### src/rtl/audio_mix_scheduler.sv
// Round-robin mono voice mixer producing saturated stereo frames for the DAC.
// Optional per-voice attenuation is enabled with macro AUDIO_MIX_VOLUME_EN.
module audio_mix_scheduler #(
  parameter int NUM_VOICES = 4
) (
  input  logic                      clk,
  input  logic                      reset,
  input  logic [16*NUM_VOICES-1:0]  voice_data,
  input  logic [NUM_VOICES-1:0]     voice_valid,
  output logic [NUM_VOICES-1:0]     voice_ready,
  input  logic [2*NUM_VOICES-1:0]   voice_pan,
`ifdef AUDIO_MIX_VOLUME_EN
  input  logic [3*NUM_VOICES-1:0]   voice_atten,
`endif
  input  logic                      master_mute,
  output logic [15:0]               to_dac_left_channel_data,
  output logic [15:0]               to_dac_right_channel_data,
  output logic                      to_dac_left_channel_valid,
  output logic                      to_dac_right_channel_valid,
  input  logic                      to_dac_left_channel_ready,
  input  logic                      to_dac_right_channel_ready,
  output logic [15:0]               frame_count
);

  localparam int IDXW = (NUM_VOICES > 1) ? $clog2(NUM_VOICES) : 1;
  localparam int ACCW = 16 + $clog2(NUM_VOICES) + 1;

  typedef enum logic [1:0] {
    COLLECT = 2'd0,
    SAT     = 2'd1,
    OUT     = 2'd2
  } state_t;

  state_t                  state_q;
  logic [IDXW-1:0]         idx_q;
  logic signed [ACCW-1:0]  acc_l_q;
  logic signed [ACCW-1:0]  acc_r_q;
  logic signed [ACCW-1:0]  acc_l_d;
  logic signed [ACCW-1:0]  acc_r_d;
  logic [15:0]             data_l_q;
  logic [15:0]             data_r_q;
  logic                    valid_l_q;
  logic                    valid_r_q;
  logic [15:0]             frame_q;
  logic signed [15:0]      samp_s;
  logic signed [ACCW-1:0]  ext_s;

  // Clamp to 16 bits: any disagreement among the bits above bit 15 means overflow.
  function automatic logic [15:0] sat16(input logic signed [ACCW-1:0] a);
    logic [ACCW-16:0] top;
    top = a[ACCW-1:15];
    if ((&top) || !(|top)) begin
      sat16 = a[15:0];
    end else if (a[ACCW-1]) begin
      sat16 = 16'h8000;
    end else begin
      sat16 = 16'h7FFF;
    end
  endfunction

  // Slot decode; held low while reset is asserted so no sample is taken then.
  always_comb begin
    for (int i = 0; i < NUM_VOICES; i++) begin
      voice_ready[i] = reset && (state_q == COLLECT) && (idx_q == IDXW'(i));
    end
  end

  // Next accumulator values from the voice owning the current slot.
  always_comb begin
    acc_l_d = acc_l_q;
    acc_r_d = acc_r_q;
    samp_s  = 16'sd0;
    ext_s   = {ACCW{1'b0}};
    for (int i = 0; i < NUM_VOICES; i++) begin
      if (voice_ready[i] && voice_valid[i]) begin
`ifdef AUDIO_MIX_VOLUME_EN
        samp_s = $signed(voice_data[16*i +: 16]) >>> voice_atten[3*i +: 3];
`else
        samp_s = $signed(voice_data[16*i +: 16]);
`endif
        ext_s = {{(ACCW-16){samp_s[15]}}, samp_s};
        if (voice_pan[2*i]) begin
          acc_l_d = acc_l_d + ext_s;
        end else begin
          acc_l_d = acc_l_d;
        end
        if (voice_pan[2*i+1]) begin
          acc_r_d = acc_r_d + ext_s;
        end else begin
          acc_r_d = acc_r_d;
        end
      end else begin
        acc_l_d = acc_l_d;
        acc_r_d = acc_r_d;
      end
    end
  end

  // Frame sequencer with registered DAC-side outputs.
  always_ff @(posedge clk) begin
    if (!reset) begin
      state_q   <= COLLECT;
      idx_q     <= {IDXW{1'b0}};
      acc_l_q   <= {ACCW{1'b0}};
      acc_r_q   <= {ACCW{1'b0}};
      data_l_q  <= 16'h0000;
      data_r_q  <= 16'h0000;
      valid_l_q <= 1'b0;
      valid_r_q <= 1'b0;
      frame_q   <= 16'h0000;
    end else begin
      case (state_q)
        COLLECT: begin
          acc_l_q <= acc_l_d;
          acc_r_q <= acc_r_d;
          if (idx_q == IDXW'(NUM_VOICES - 1)) begin
            state_q <= SAT;
          end else begin
            idx_q <= idx_q + {{(IDXW-1){1'b0}}, 1'b1};
          end
        end
        SAT: begin
          data_l_q  <= master_mute ? 16'h0000 : sat16(acc_l_q);
          data_r_q  <= master_mute ? 16'h0000 : sat16(acc_r_q);
          valid_l_q <= 1'b1;
          valid_r_q <= 1'b1;
          state_q   <= OUT;
        end
        OUT: begin
          if (valid_l_q && to_dac_left_channel_ready) begin
            valid_l_q <= 1'b0;
          end
          if (valid_r_q && to_dac_right_channel_ready) begin
            valid_r_q <= 1'b0;
          end
          // Both channels drained: close the frame and start a fresh one.
          if (!valid_l_q && !valid_r_q) begin
            frame_q <= frame_q + 16'd1;
            state_q <= COLLECT;
            idx_q   <= {IDXW{1'b0}};
            acc_l_q <= {ACCW{1'b0}};
            acc_r_q <= {ACCW{1'b0}};
          end
        end
        default: begin
          state_q   <= COLLECT;
          idx_q     <= {IDXW{1'b0}};
          acc_l_q   <= {ACCW{1'b0}};
          acc_r_q   <= {ACCW{1'b0}};
          valid_l_q <= 1'b0;
          valid_r_q <= 1'b0;
        end
      endcase
    end
  end

  assign to_dac_left_channel_data   = data_l_q;
  assign to_dac_right_channel_data  = data_r_q;
  assign to_dac_left_channel_valid  = valid_l_q;
  assign to_dac_right_channel_valid = valid_r_q;
  assign frame_count                = frame_q;

endmodule
### config.mk
export PLATFORM = sky130hd
export DESIGN_NAME = audio_mix_scheduler
export DESIGN_NICKNAME = d
export VERILOG_FILES = /design/src/rtl/audio_mix_scheduler.sv
export SDC_FILE = /design/constraint.sdc
export NUM_CORES = 1
export LEC_CHECK = 0
export BUFFER_PORTS_ARGS = -buffer_cell sky130_fd_sc_hd__buf_4
export CORE_MARGIN = 4
export CORE_UTILIZATION = 55
export CTS_BUF_LIST = sky130_fd_sc_hd__clkbuf_16
export DETAILED_ROUTE_END_ITERATION = 10
export PLACE_DENSITY = 0.76
export SKIP_CTS_REPAIR_TIMING = 1
export SLEW_MARGIN = 10
export SYNTH_ARGS = -nofsm -noshare
export SYNTH_HDL_FRONTEND = slang
export SYNTH_SLANG_ARGS = --single-unit
### constraint.sdc
create_clock -name clk -period 11.1 [get_ports clk]
set_clock_uncertainty 0.05 [all_clocks]
set_input_delay 1.11 -clock clk [delete_from_list [all_inputs] [get_ports clk]]
set_output_delay 1.11 -clock clk [all_outputs]
set_load 0.03 [all_outputs]
## Word-level counts from Yosys, hierarchy flattened

Index checks and enable logic that the tools add are counted.

| storage, ports and cells | value |
|---|---|
| register bits | 92 |
| output and inout port bits | 54 |

| operators by class | value |
|---|---|
| add/sub/neg operators | 10 |
| eq/ne operators | 10 |
| mux-type cells | 34 |
| bitwise operators | 2 |
| reductions and logical operators | 30 |

Operators with widths:

| cell | number |
|---|---|
| $mux W19 | 17 |
| $add A19 B16 Y19 | 8 |
| $pmux W19 S3 | 2 |
| $mux W16 | 6 |
| $add A16 B1 Y16 const B | 1 |
| $logic_and A1 B1 Y1 | 12 |
| $pmux W2 S3 | 2 |
| $reduce_and A2 Y1 | 5 |
| $ne A2 B2 Y1 const B | 4 |
| $reduce_and A4 Y1 | 2 |
| $reduce_or A4 Y1 | 2 |
| $eq A2 B2 Y1 const B | 3 |
| $mux W2 | 3 |
| $pmux W1 S3 | 2 |
| $eq A2 B1 Y1 const B | 2 |
| $logic_not A1 Y1 | 4 |
| $logic_not A2 Y1 | 2 |
| $reduce_and A3 Y1 | 1 |
| $add A2 B1 Y2 const B | 1 |
| $logic_or A1 B1 Y1 | 2 |
| $mux W1 | 2 |
| $ne A2 B1 Y1 const B | 1 |
| $not A1 Y1 | 2 |

## Depth between registers and ports, before layout

| depth | value |
|---|---|
| depth in word-level cells | 15 |
| gate-level depth with buffers | 38 |
| mapped depth without buffers | 36 |

## Least setup slack after synthesis

No wires, ideal clock.

| timing path | value |
|---|---|
| path kind | input -> register |
| start point | input port reset |
| end point | register acc_r_q[18] |
| data arrival time | 7.375 ns |
| path slack | 3.590 ns |
| cell stages on the path | 35 |
| cell sequence | buf_2 nor3b_2 clkbuf_8 nand4_1 clkbuf_1 mux2i_1 inv_1 ha_1 a21o_1 a21oi_2 o21bai_1 a2111oi_2 nor3_1 xor2_1 mux2_2 ha_1 a21o_1 a21o_1 a21oi_1 a21boi_1 or2_2 xor2_1 mux2_2 ha_1 nand3_1 nor2_1 o211ai_1 o211ai_1 a21oi_1 o21bai_1 and2_1 o41ai_1 xnor2_1 a21oi_1 o31ai_2 |

| between the ends | value |
|---|---|
| word-level cells in the longest chain between the ends | 14 |
| elaborated cells on any way between the ends | 20 |
| classes of those cells | 3 x add/sub; 8 x mux; 9 x reduce/logical |

RTL lines:

| item | line | text |
|---|---|---|
| start, declared | 7 | `input logic reset,` |
| $logic_and A1 B1 Y1 (2 in a row) | 64 | `voice_ready[i] = reset && (state_q == COLLECT) && (idx_q == IDXW'(i));` |
| $logic_and A1 B1 Y1 | 75 | `if (voice_ready[i] && voice_valid[i]) begin` |
| $mux W19 | 75 |  |
| $add A19 B16 Y19 | 88 | `acc_r_d = acc_r_d + ext_s;` |
| $mux W19 | 87 | `if (voice_pan[2*i+1]) begin` |
| $mux W19 | 75 |  |
| $add A19 B16 Y19 | 88 |  |
| $mux W19 | 87 |  |
| $mux W19 | 75 |  |
| $add A19 B16 Y19 | 88 |  |
| $mux W19 | 87 |  |
| $mux W19 | 75 |  |
| $pmux W19 S3 | 112 | `case (state_q)` |
| end signal, assigned | 105 | `acc_r_q <= {ACCW{1'b0}};` |
| end signal, assigned | 115 | `acc_r_q <= acc_r_d;` |
| end signal, assigned | 142 | `acc_r_q <= {ACCW{1'b0}};` |
| end, declared | 37 | `logic signed [ACCW-1:0] acc_r_q;` |

Several ways; a longest one is shown, not always the timed one.
A chain may end at the register's enable or synchronous reset.

## Worst setup path after layout

| timing path | value |
|---|---|
| start point | input port reset |
| end point | register acc_l_q[18] |

| between the ends | value |
|---|---|
| word-level cells in the longest chain between the ends | 14 |
| elaborated cells on any way between the ends | 20 |
| classes of those cells | 3 x add/sub; 8 x mux; 9 x reduce/logical |

RTL lines:

| item | line | text |
|---|---|---|
| $logic_and A1 B1 Y1 (2 in a row) | 64 |  |
| $logic_and A1 B1 Y1 | 75 |  |
| $mux W19 | 75 |  |
| $add A19 B16 Y19 | 83 | `acc_l_d = acc_l_d + ext_s;` |
| $mux W19 | 82 | `if (voice_pan[2*i]) begin` |
| $mux W19 | 75 |  |
| $add A19 B16 Y19 | 83 |  |
| $mux W19 | 82 |  |
| $mux W19 | 75 |  |
| $add A19 B16 Y19 | 83 |  |
| $mux W19 | 82 |  |
| $mux W19 | 75 |  |
| $pmux W19 S3 | 112 |  |
| end signal, assigned | 104 | `acc_l_q <= {ACCW{1'b0}};` |
| end signal, assigned | 114 | `acc_l_q <= acc_l_d;` |
| end signal, assigned | 141 | `acc_l_q <= {ACCW{1'b0}};` |
| end, declared | 36 | `logic signed [ACCW-1:0] acc_l_q;` |

Several ways; a longest one is shown, not always the timed one.

==> impl_metrics.json <==
{
  "netlist_area_um2": 11730,
  "drt-pass1-iter-count": 5,
  "antenna_left": 0,
  "cts_buffers": 9,
  "slowest_delay_ps": 480,
  "num_io_pins": 135,
  "critPathArrivalTime_ps": 8590,
  "grt_antenna_before_repair": 0,
  "post_dp_cell_area_um2": 12880,
  "path_class": "in2reg",
  "fin_nets": 1892,
  "dp_slack_ps": 2492,
  "dp_hpwl_um": 29700,
  "hold_viol": 0,
  "worst_hold_path.endpoint": "to_dac_right_channel_data[2]$_SDFFE_PN0P_",
  "die_h_um": 154.0,
  "timing.final.max_slew_violations": 0,
  "min_period_ps": 8385,
  "seq_area_frac_synth_pct": 15.70,
  "cp-end-kind": "flip-flop",
  "finalSetupTns_ps": 0,
  "rr_worst_depth": 35,
  "setup_viol": 0,
  "worstHoldStart": "to_dac_right_channel_data[2]$_SDFFE_PN0P_",
  "wirelength_um": 35990,
  "synth-main-ff-cell": "dfxtp_1",
  "clkTransAtPathRegs_ps": 80,
  "avgRoutedWirePerCell_um": 18.69,
  "hold_class": "reg2reg",
  "cp_max_fo": 55,
  "maxCapViolCount": 0,
  "grt_pass1_wl_um": 55820,
  "grt_pass1_vias": 10764,
  "setup_ws_ps": 2715,
  "num_vias": 11682,
  "power_per_cell_area_nw_per_um2": 139.5,
  "r2r_slack_ps": 3320,
  "whs_path_depth": 2,
  "grt-ovfl-total": 0,
  "status": "completed",
  "leakagePower_nw": 6.291,
  "max_clock_freq_ghz": 0.1193,
  "cts-htree-levels": 3,
  "coreArea_um2": 21020,
  "track_usage_pct": 29.00,
  "ys_async_sr_fraction_pct": 0,
  "port_buffers": 134,
  "grt_max_degree": 56,
  "cts_sinks": 92,
  "syn_inst": 1546,
  "multi_input_area_um2": 9408,
  "tightest_slew_ps": 894.0,
  "rsz0062_at_grt": "false",
  "diodes": 0,
  "clock_latency_ps": 360,
  "tritoncts": "done",
  "slowest_stage": "a311oi_1",
  "max_slew_margin_pct": 40.23,
  "synth-warning-count": 0,
  "area_growth_syn_to_layout_pct": 12.40,
  "drc": 0,
  "finalCritPeriodShare_pct": 75.54,
  "fin_util_pct": 62.72,
  "fin_hold_ws_ps": 413.0,
  "vias_per_cell": 6.065,
  "synth_edf_count": 0,
  "cp.required_ps": 11300,
  "r2r_start": "acc_l_q[1]$_SDFFE_PN0P_",
  "seq_area_um2": 1842,
  "cts.path.max_buffers": 2,
  "synthesis.nets": 1792,
  "start_kind": "primary input",
  "fp-row-count": 53,
  "fillerInstances": 1931,
  "initial_core_util_pct": 55.80,
  "final_layout_size_suffix_gt1_share_pct": 13.57,
  "die_area_um2": 23730,
  "ir_drop_uv": 74.78,
  "ys_ff_latch": 92,
  "cts-root-buf": "clkbuf_16",
  "drtIter0Drc": 875,
  "timing.rr.end": "acc_l_q[18]$_SDFFE_PN0P_",
  "place.gp.congestion": 1.022,
  "postSynthAreaPerCell_um2": 7.587,
  "synth.distinct_cells": 88,
  "final_cell_area_um2": 13190,
  "die_w_um": 154.0
}
[worst max-delay path, delay by kind of cell]
family | cells | cell delay (ps)
compound gates | 11 | 2530
xor+xnor | 4 | 470
fa+ha+maj | 4 | 1290
buf+inv | 3 | 630
simple gates | 12 | 1950
mux | 2 | 590
[cells by family after synthesis]
| logic type | synth area share, % |
|---|---|
| simple gates | 19.07 |
| flops | 15.70 |
| xor+xnor | 9.675 |
| compound gates | 29.27 |
| mux | 4.032 |
| fa+ha+maj | 18.11 |
| buf+inv | 4.139 |
[per-layer routing]
| metal | global-route usage (%) | vias to the layer above | wire, µm |
|---|---|---|---|
| met5 | 0 | - | 0 |
| met4 | 7.611 | 0 | 864 |
| met3 | 4.897 | 47 | 3294 |
| met2 | 46.88 | 429 | 16000 |
| met1 | 40.14 | 5410 | 15830 |
| li1 | - | 5796 | - |
[per-stage QoR]
stage | std cells | power [mW]
detailed placement | 1910 | 1.506
finish | 1926 | 1.839
floorplan | 1546 | 1.240
global placement | 1910 | 1.480
CTS | 1926 | 1.821
global route | 1926 | 1.971
[synth_stat cells (all sizes together), types with 15 or more instances]
master	n	area share [%]
nand2	182	5.8
ha	157	17
o21ai	145	6.3
nor2	135	4.3
a21oi	133	6.0
dfxtp	92	16
xnor2	68	5.1
xor2	59	4.4
inv	57	1.8
a21o	55	3.5
clkbuf	49	2.1
a21boi	35	2.2
nand3	32	1.5
and2	26	1.4
mux2	25	2.5
nor3	25	1.1
o21a	21	1.3
and3	20	1.1
nor2b	20	1.1
mux2i	18	1.5
a221o	16	1.4
nand2b	16	0.85
a211oi	15	1.0
[power by group]
part	switching [mW]	internal [mW]
registers	0.0531	0.356
clock network	0.152	0.158
logic	0.645	0.475
total	0.850	0.989
[cell type report]
cell class | instances | area share [%]
clock inverter | 7 | 0.5409
tap | 275 | 2.610
timing repair buffer | 144 | 8.199
multi-input combinational | 1342 | 71.35
inverter | 57 | 1.623
clock buffer | 9 | 1.708
sequential | 92 | 13.97
[worst max path at each step]
stage          depth (start not counted)  start                       end  slack (ps)
2_1_floorplan                         35  reset  acc_r_q[18]$_SDFFE_PN0P_        3590
3_3_place_gp                          36  reset  acc_l_q[18]$_SDFFE_PN0P_        2610
3_5_place_dp                          36  reset  acc_l_q[18]$_SDFFE_PN0P_        2490
4_1_cts                               36  reset  acc_l_q[18]$_SDFFE_PN0P_        2830
5_1_grt                               36  reset  acc_l_q[18]$_SDFFE_PN0P_        2180
6_report                              36  reset  acc_l_q[18]$_SDFFE_PN0P_        2710
[layout by cell type (no fill, tap or decap), types with 11 or more instances in the layout]
master / n
nand2_1: 181
ha_1: 157
buf_4: 144
nor2_1: 134
a21oi_1: 126
o21ai_0: 125
dfxtp_1: 92
xnor2_1: 68
xor2_1: 59
inv_1: 57
a21o_1: 54
a21boi_0: 34
nand3_1: 30
nor3_1: 24
and2_1: 23
mux2_2: 22
o21a_1: 21
and3_1: 20
nor2b_1: 20
o21ai_1: 18
mux2i_1: 18
nand2b_1: 16
a221o_1: 16
a211oi_1: 13
o21bai_1: 12
o31ai_1: 11
[sequential cells by signal, summed over array words and instances, names as in the netlist]
name and cells:
to_dac_left_channel_valid 1, frame_count 16, to_dac_right_channel_data 16, to_dac_left_channel_data 16, acc_r_q 19, to_dac_right_channel_valid 1
idx_q 2, state_q 2, acc_l_q 19
Note: power is estimated with default switching activity, not from simulation.
